## src/rtl/fp_divider_seq.sv

```systemverilog
// Iterative single-precision divider (1/8/23, hidden-1, no denormals, truncating).
// Restoring division, one quotient bit per clock, start/busy/done handshake.
module fp_divider_seq (
    input  logic        clk,
    input  logic        rst_n,
    input  logic        start,
    input  logic [31:0] in0,
    input  logic [31:0] in1,
    output logic        busy,
    output logic        done,
    output logic [31:0] out,
    output logic        dbz
);

    typedef enum logic [1:0] {
        IDLE = 2'd0,
        CALC = 2'd1,
        NORM = 2'd2
    } state_t;

    state_t      state_q, state_d;
    logic [31:0] a_q, a_d;
    logic [31:0] b_q, b_d;
    logic [24:0] rem_q, rem_d;
    logic [24:0] quo_q, quo_d;
    logic [4:0]  count_q, count_d;
    logic        special_q, special_d;
    logic        busy_q, busy_d;
    logic        done_q, done_d;
    logic [31:0] out_q, out_d;
    logic        dbz_q, dbz_d;

    // Datapath terms used by CALC and NORM.
    logic [24:0] dv;
    logic        rem_ge;
    logic [24:0] rem_next;
    logic        z_sign;
    logic [9:0]  exp0;
    logic [22:0] mant;

    assign dv       = {2'b01, b_q[22:0]};
    assign rem_ge   = (rem_q >= dv);
    assign rem_next = rem_ge ? (rem_q - dv) : rem_q;
    assign z_sign   = a_q[31] ^ b_q[31];
    assign exp0     = {2'b00, a_q[30:23]} - {2'b00, b_q[30:23]} + 10'd126 + {9'd0, quo_q[24]};
    assign mant     = quo_q[24] ? quo_q[23:1] : quo_q[22:0];

    always_ff @(posedge clk or negedge rst_n) begin
        if (!rst_n) begin
            state_q   <= IDLE;
            a_q       <= '0;
            b_q       <= '0;
            rem_q     <= '0;
            quo_q     <= '0;
            count_q   <= '0;
            special_q <= 1'b0;
            busy_q    <= 1'b0;
            done_q    <= 1'b0;
            out_q     <= '0;
            dbz_q     <= 1'b0;
        end else begin
            state_q   <= state_d;
            a_q       <= a_d;
            b_q       <= b_d;
            rem_q     <= rem_d;
            quo_q     <= quo_d;
            count_q   <= count_d;
            special_q <= special_d;
            busy_q    <= busy_d;
            done_q    <= done_d;
            out_q     <= out_d;
            dbz_q     <= dbz_d;
        end
    end

    always_comb begin
        state_d   = state_q;
        a_d       = a_q;
        b_d       = b_q;
        rem_d     = rem_q;
        quo_d     = quo_q;
        count_d   = count_q;
        special_d = special_q;
        busy_d    = busy_q;
        done_d    = 1'b0;
        out_d     = out_q;
        dbz_d     = dbz_q;

        case (state_q)
            IDLE: begin
                if (start) begin
                    a_d    = in0;
                    b_d    = in1;
                    busy_d = 1'b1;
                    quo_d  = '0;
                    if ((in0 == 32'd0) || (in1 == 32'd0)) begin
                        special_d = 1'b1;
                        state_d   = NORM;
                    end else begin
                        special_d = 1'b0;
                        rem_d     = {2'b01, in0[22:0]};
                        count_d   = 5'd24;
                        state_d   = CALC;
                    end
                end
            end

            CALC: begin
                // rem_next < dv < 2^24, so the shift never loses a set bit.
                rem_d   = {rem_next[23:0], 1'b0};
                quo_d   = {quo_q[23:0], rem_ge};
                count_d = count_q - 5'd1;
                if (count_q == 5'd0) begin
                    state_d = NORM;
                end
            end

            NORM: begin
                done_d  = 1'b1;
                busy_d  = 1'b0;
                state_d = IDLE;
                dbz_d   = 1'b0;
                if (special_q && (b_q == 32'd0)) begin
                    out_d = {z_sign, 8'hFF, 23'd0};
                    dbz_d = 1'b1;
                end else if (special_q) begin
                    out_d = 32'd0;
                end else if (exp0[9] || (exp0 == 10'd0)) begin
                    out_d = {z_sign, 31'd0};
                end else if (exp0[8]) begin
                    out_d = {z_sign, 8'hFF, 23'd0};
                end else begin
                    out_d = {z_sign, exp0[7:0], mant};
                end
            end

            default: begin
                state_d = IDLE;
                busy_d  = 1'b0;
            end
        endcase
    end

    assign busy = busy_q;
    assign done = done_q;
    assign out  = out_q;
    assign dbz  = dbz_q;

endmodule
```

## config.mk

```make
export PLATFORM = sky130hd
export DESIGN_NAME = fp_divider_seq
export DESIGN_NICKNAME = d
export VERILOG_FILES = /design/src/rtl/fp_divider_seq.sv
export SDC_FILE = /design/constraint.sdc
export NUM_CORES = 1
export LEC_CHECK = 0
export CORE_UTILIZATION = 50
export CTS_CLUSTER_DIAMETER = 150
export DETAILED_ROUTE_END_ITERATION = 7
export GPL_TIMING_DRIVEN = 0
export PLACE_DENSITY = 0.86
export SLEW_MARGIN = 20
export SYNTH_ARGS = -nofsm -noshare
export SYNTH_HDL_FRONTEND = slang
export SYNTH_SLANG_ARGS = --single-unit
```

## constraint.sdc

```tcl
create_clock -name clk -period 8.35 [get_ports clk]
set_input_delay 1.67 -clock clk [delete_from_list [all_inputs] [get_ports clk]]
set_output_delay 1.67 -clock clk [all_outputs]
set_load 0.005 [all_outputs]
```

# Word level (Yosys, flattened, before mapping)
# Cells that the tools add are included.
op_classes:
  n_addsub: 5
  multipliers: 0
  div: 0
  order_cmp: 1
  eq_ne: 5
  shift: 0
  n_mux: 23
  bitwise_logic: 2
  reduce_logical: 15
op_table:
  columns: ["op", "n"]
  rows:
  - ["25-bit case mux with 2 select lines", 2]
  - ["32-bit logical NOT", 3]
  - ["25-bit two-way mux", 3]
  - ["32-bit two-way mux", 2]
  - ["31-bit two-way mux", 2]
  - ["25-bit by 24-bit greater-or-equal comparator with 1-bit output", 1]
  - ["24-bit two-way mux", 1]
  - ["24-bit subtractor", 1]
  - ["23-bit two-way mux", 1]
  - ["10-bit by 1-bit adder with 10-bit output", 1]
  - ["9-bit by 8-bit adder with 10-bit output, second input constant", 1]
  - ["10-bit logical NOT", 1]
  - ["5-bit two-way mux", 2]
  - ["5-bit case mux with 2 select lines", 1]
  - ["8-bit by 8-bit subtractor with 9-bit output", 1]
  - ["2-bit AND reduction", 4]
  - ["2-bit two-way mux", 3]
  - ["2-bit != test, second input constant", 3]
  - ["5-bit logical NOT", 1]
  - ["5-bit by 1-bit subtractor with 5-bit output, second input constant", 1]
  - ["1-bit two-way mux", 4]
  - ["2-bit case mux with 2 select lines", 1]
  - ["3-bit AND reduction", 1]
  - ["2-bit by 1-bit equality test with 1-bit output, second input constant", 1]
  - ["8 further kinds", 9]
word_totals:
  reg_bits: 157
  latch_bits: 0
  ram_bits: 0
  romBits: 0
  input_bits: 67
  out_inout_bits: 35
  word_cells: 62
  mem_count: 0

# Longest topological paths before layout
# Gate-level depths: netlist (run 1).
logic_depth:
  word_depth: 8
  ltp_mapped: 13
  depth_no_buf: 12

# Worst setup path after synthesis (run 1)
# OpenSTA, ideal clock, no wires.
synth_timing:
  path_type: "in2reg"
  start: "in in1[24]"
  end: "reg rem_q[2]"
  setup_ps: 83
  arrival_time_ps: 3210
  required_time_ps: 8267
  path_slack_ps: 5057
  path_stages: 8
  path_buffers: 2
  cell_sequence: "nor4_1 nand4_1 o22ai_1 a21o_1 clkbuf_1 clkbuf_1 a22oi_1 o21ai_0"
synth_via:
  elab_chain_len: 4
synth_rtl:
  columns: ["item", "line_no", "rtl"]
  rows:
  - ["start, declared", "8", "input logic [31:0] in1,"]
  - ["32-bit logical NOT", "96", "if ((in0 == 32'd0) || (in1 == 32'd0)) begin"]
  - ["1-bit logical OR", "96", null]
  - ["2-bit != test (no line)", null, null]
  - ["3-bit AND reduction (no line)", null, null]
  - ["end signal, assigned", "65", "rem_q <= rem_d;"]
  - ["end, declared", "24", "logic [24:0] rem_q, rem_d;"]
# No other way between the ends.
# A chain may end at the register's enable or synchronous reset.

# Worst setup path in the final report (run 1)
layout_timing:
  start: "in in0[30]"
  end: "reg rem_q[14]"
layout_via:
  elab_chain_len: 4
layout_rtl:
  columns: ["item", "line_no", "rtl"]
  rows:
  - ["start, declared", "7", "input logic [31:0] in0,"]
  - ["32-bit logical NOT", "96", null]
  - ["1-bit logical OR", "96", null]
  - ["2-bit != test (no line)", null, null]
  - ["3-bit AND reduction (no line)", null, null]
# No other way between the ends.

==> results of run 1 <==
power breakdown:
| group | leakage [nW] | switching (mW) | internal (mW) |
|---|---|---|---|
| sequential | 1.72 | 0.193 | 0.902 |
| clock | 0.283 | 0.334 | 0.399 |
| combinational | 2.08 | 1.55 | 1.16 |
| total | 4.08 | 2.08 | 2.46 |
critical path: cells and delay by family:
| family | cells | cell delay [ps] |
|---|---|---|
| and+or+nand+nor | 2 | 730 |
| AOI/OAI and AO/OA | 4 | 890 |
| buffers and inverters | 3 | 1330 |
layout by cell type, fill, tap and decap left out, types with 25 or more instances in the layout:
cell type        count
o21ai_0             76
nand2_1             55
a22o_1              25
nor4_1              30
a21oi_1             28
clkdlybuf4s50_1    100
ha_1                35
inv_1               46
dfrtp_1            134
clkbuf_1            31
mux2_2              35
nor2_1              27
kinds of logic after synthesis:
logic type | Yosys count
AOI/OAI and AO/OA | 252
xor gates and xnor gates | 30
adders and majority gates | 37
buffers and inverters | 86
DFF | 134
muxes | 54
and+or+nand+nor | 161
sequential cells by signal, indices dropped and copies added, names as in the netlist:
signal / flops
rem_q: 25
out: 32
b_q: 32
quo_q: 25
count_q: 5
dbz: 1
a_q: 9
special_q: 1
done: 1
state_q: 2
busy: 1
path summary, 6_finish.rpt:
path | start | to | slack [ps] | cells past startpoint
max | in0[30] | rem_q[14]$_DFFE_PN0P_ | 4060 | 9
min | dbz$_DFFE_PN0P_ | dbz$_DFFE_PN0P_ | 490 | 1
max reg2reg | b_q[0]$_DFFE_PN0P_ | rem_q[23]$_DFFE_PN0P_ | 5110 | 10
min reg2reg | dbz$_DFFE_PN0P_ | dbz$_DFFE_PN0P_ | 490 | 1
max in group asynchronous | rst_n | a_q[23]$_DFFE_PN0P_ | 6480 | 2
min in group asynchronous | rst_n | out[25]$_DFFE_PN0P_ | 1090 | 1
per-layer routing:
metal	global-route usage	wire length (µm)	vias to the layer above
met2	0.433	9480	284
met5	0	0	-
met3	0.0441	1440	57
met4	0.116	706	0
li1	-	-	3086
met1	0.355	8460	3265
cell type report:
class	instances	area share
Buffer	40	0.0183
Tap cell	184	0.0243
Sequential cell	134	0.355
Inverter	46	0.0183
Clock inverter	15	0.0164
Timing Repair Buffer	102	0.110
Multi-Input combinational cell	534	0.413
Clock buffer	17	0.0450
==> flow_summary_export.csv, run 1 <==
group,metric,value,unit
sta,period_share,0.514,
clock_tree,clk_pin_slew,60,ps
clock_tree,ctsHoldBuffers,0,
clock_tree,clock-sinks,134,
flow_run,drv_cap,0,
global_routing,grt_usage,0.267,
logic_synthesis,yosysTopAreaCell,"dfrtp_1",
setup_path,critPathLaunchType,"input port",
routing,first_iter_violations,702,
logic_synthesis,synth_area,7600,µm²
placed_design,placed_area,8880,µm²
logic_synthesis,synth_cell_types,64,
die,core.rowCount,44,
worst_hold_path,holdCritPathClass,"reg2reg",
logic_synthesis,yosysTopAreaCellShare,0.441,
power_and_ir_drop,leakagePower,4.08,nW
sta,tightest_slew,769,ps
die,core,14700,µm²
cells_and_area,final_nets,979,
routing,wl_per_cell,18.7,µm
logic_synthesis,synth-simple-area-share,0.107,
global_routing,grt_pass1_wl,32700,µm
global_routing,overflow,0,
clock_tree,cts_tree,"built",
sta,finalHoldViolCount,0,
logic_synthesis,avgSynthCellArea,10.1,µm²
clock_tree,insertion_delay,430,ps
sta,fin_tns_setup,0,ps
cells_and_area,area_growth,24.4,%
logic_synthesis,async_flop_share,1.00,
setup_path,slowest_stage,"nor4_1",
setup_path,critPathMaxFanout,10,
global_routing,antenna_found_initial,0,
cells_and_area,finalInstanceArea,9460,µm²
logic_synthesis,ys_warn_count,0,
power_and_ir_drop,peakVddDrop,0.247,mV
die,die_height,125,µm
setup_path,crit_path_max_incr_delay,560,ps
logic_synthesis,ys_seq_elements,134,
placed_design,port_buffers,101,
cells_and_area,finish.utilization,0.643,
setup_path,setup.worst_path.class,"in2reg",
clock_tree,tritoncts.num_buffers,17,
placed_design,dp.cells,1040,
logic_synthesis,synth-seq-area-share,0.441,
logic_synthesis,synth_top_family_by_area,"compound AO/OA/AOI/OAI gates",
logic_synthesis,synth-edff-count,0,
die,die_area,15700,µm²
global_routing,grt_pass1_vias,6413,
logic_synthesis,synthFlopType,"dfrtp_1",
cells_and_area,layout-drive-gt1-share,0.0968,
routing,wirelength,20100,µm
sta,maxSlewHeadroom,0.481,
cells_and_area,multiInputGateArea,3910,µm²
logic_synthesis,yosys.area_share.adder,0.0629,
clock_tree,root_buffer,"clkbuf_16",
clock_tree,cts_resized,0,
die,ios,102,
routing,postRouteAntennaNets,0,
cells_and_area,ff_latch_area,3350,µm²
setup_path,cp.required,8680,ps
placed_design,place_congestion,0.948,
logic_synthesis,muxShareOfSynthArea,0.0768,
sta,fmax,233,MHz
sta,grt_setup_unrepaired,"false",
routing,num_vias,6692,
setup_path,path_cells,"clkdlybuf4s50_1 > nor4_1 > nand4_1 > o22ai_1 > a21o_1 > clkbuf_1 > clkbuf_1 > a22oi_1 > o21ai_0",
sta,slew_violations,0,
clock_tree,postCtsSetupRepairBufs,0,
global_routing,grt_max_degree,104,
sta,hold_ws,485,ps
setup_path,worst_path_most_repeated_cell,"clkbuf_1",
setup_path,cp.arrival,4620,ps
placed_design,hpwl,15100,µm
cells_and_area,n_antenna_cell,0,
logic_synthesis,syn_inst,754,
setup_path,cp-end-kind,"register",
clock_tree,cts_max_path_buffers,2,
power_and_ir_drop,power.total,4.54,mW
sta,period_needed,4290,ps
routing,first_pass_iters,7,
cells_and_area,nFillCells,1125,
clock_tree,htreeDepth,4,
run_status,violations,"design-rule violations",
die,die-width,125,µm
logic_synthesis,synthTopCellsByArea,"dfrtp_1, ha_1, mux2_2, o21ai_0, a32o_1",
run_status,outcome,"finished with violations",
sta,worst_slack,4060,ps
sta,skew,8.83,ps
routing,avgViaCountPerCell,6.24,
sta,setup-violations-final,0,
cells_and_area,final_cells,1072,
routing,drc,10,
power_and_ir_drop,p_per_area,480,nW/µm²
placed_design,dpl_worst_slack,3750,ps
logic_synthesis,synth.most_common_cell,"dfrtp_1",
die,start_util,0.517,
logic_synthesis,synth_xor_xnor_area_share,0.0346,
logic_synthesis,synth-compound-area-share,0.233,
logic_synthesis,synth_commonest_cells,"dfrtp_1, o21ai_0, nand2_1, inv_1",
logic_synthesis,syn-num-nets,858,
Power figures use the tool's default switching activity.
==> run 2: changes to the inputs <==
==> constraint.sdc (replaced) <==
create_clock -name clk -period 4.41 [get_ports clk]
set_input_delay 0.882 -clock clk [delete_from_list [all_inputs] [get_ports clk]]
set_output_delay 0.882 -clock clk [all_outputs]
set_load 0.005 [all_outputs]
==> results of run 2 <==
The final DEF is identical to that of run 1. Status: finished with violations: design-rule violations.
Main changes from that run: setup slack after placement 3750 ps -> 600 ps; setup slack after layout 4060 ps -> 908 ps; hold slack 485 ps -> 304 ps; register-to-register setup slack 5110 ps -> 1170 ps; total power 4.54 mW -> 8.59 mW; worst IR drop on VDD 0.247 mV -> 0.467 mV
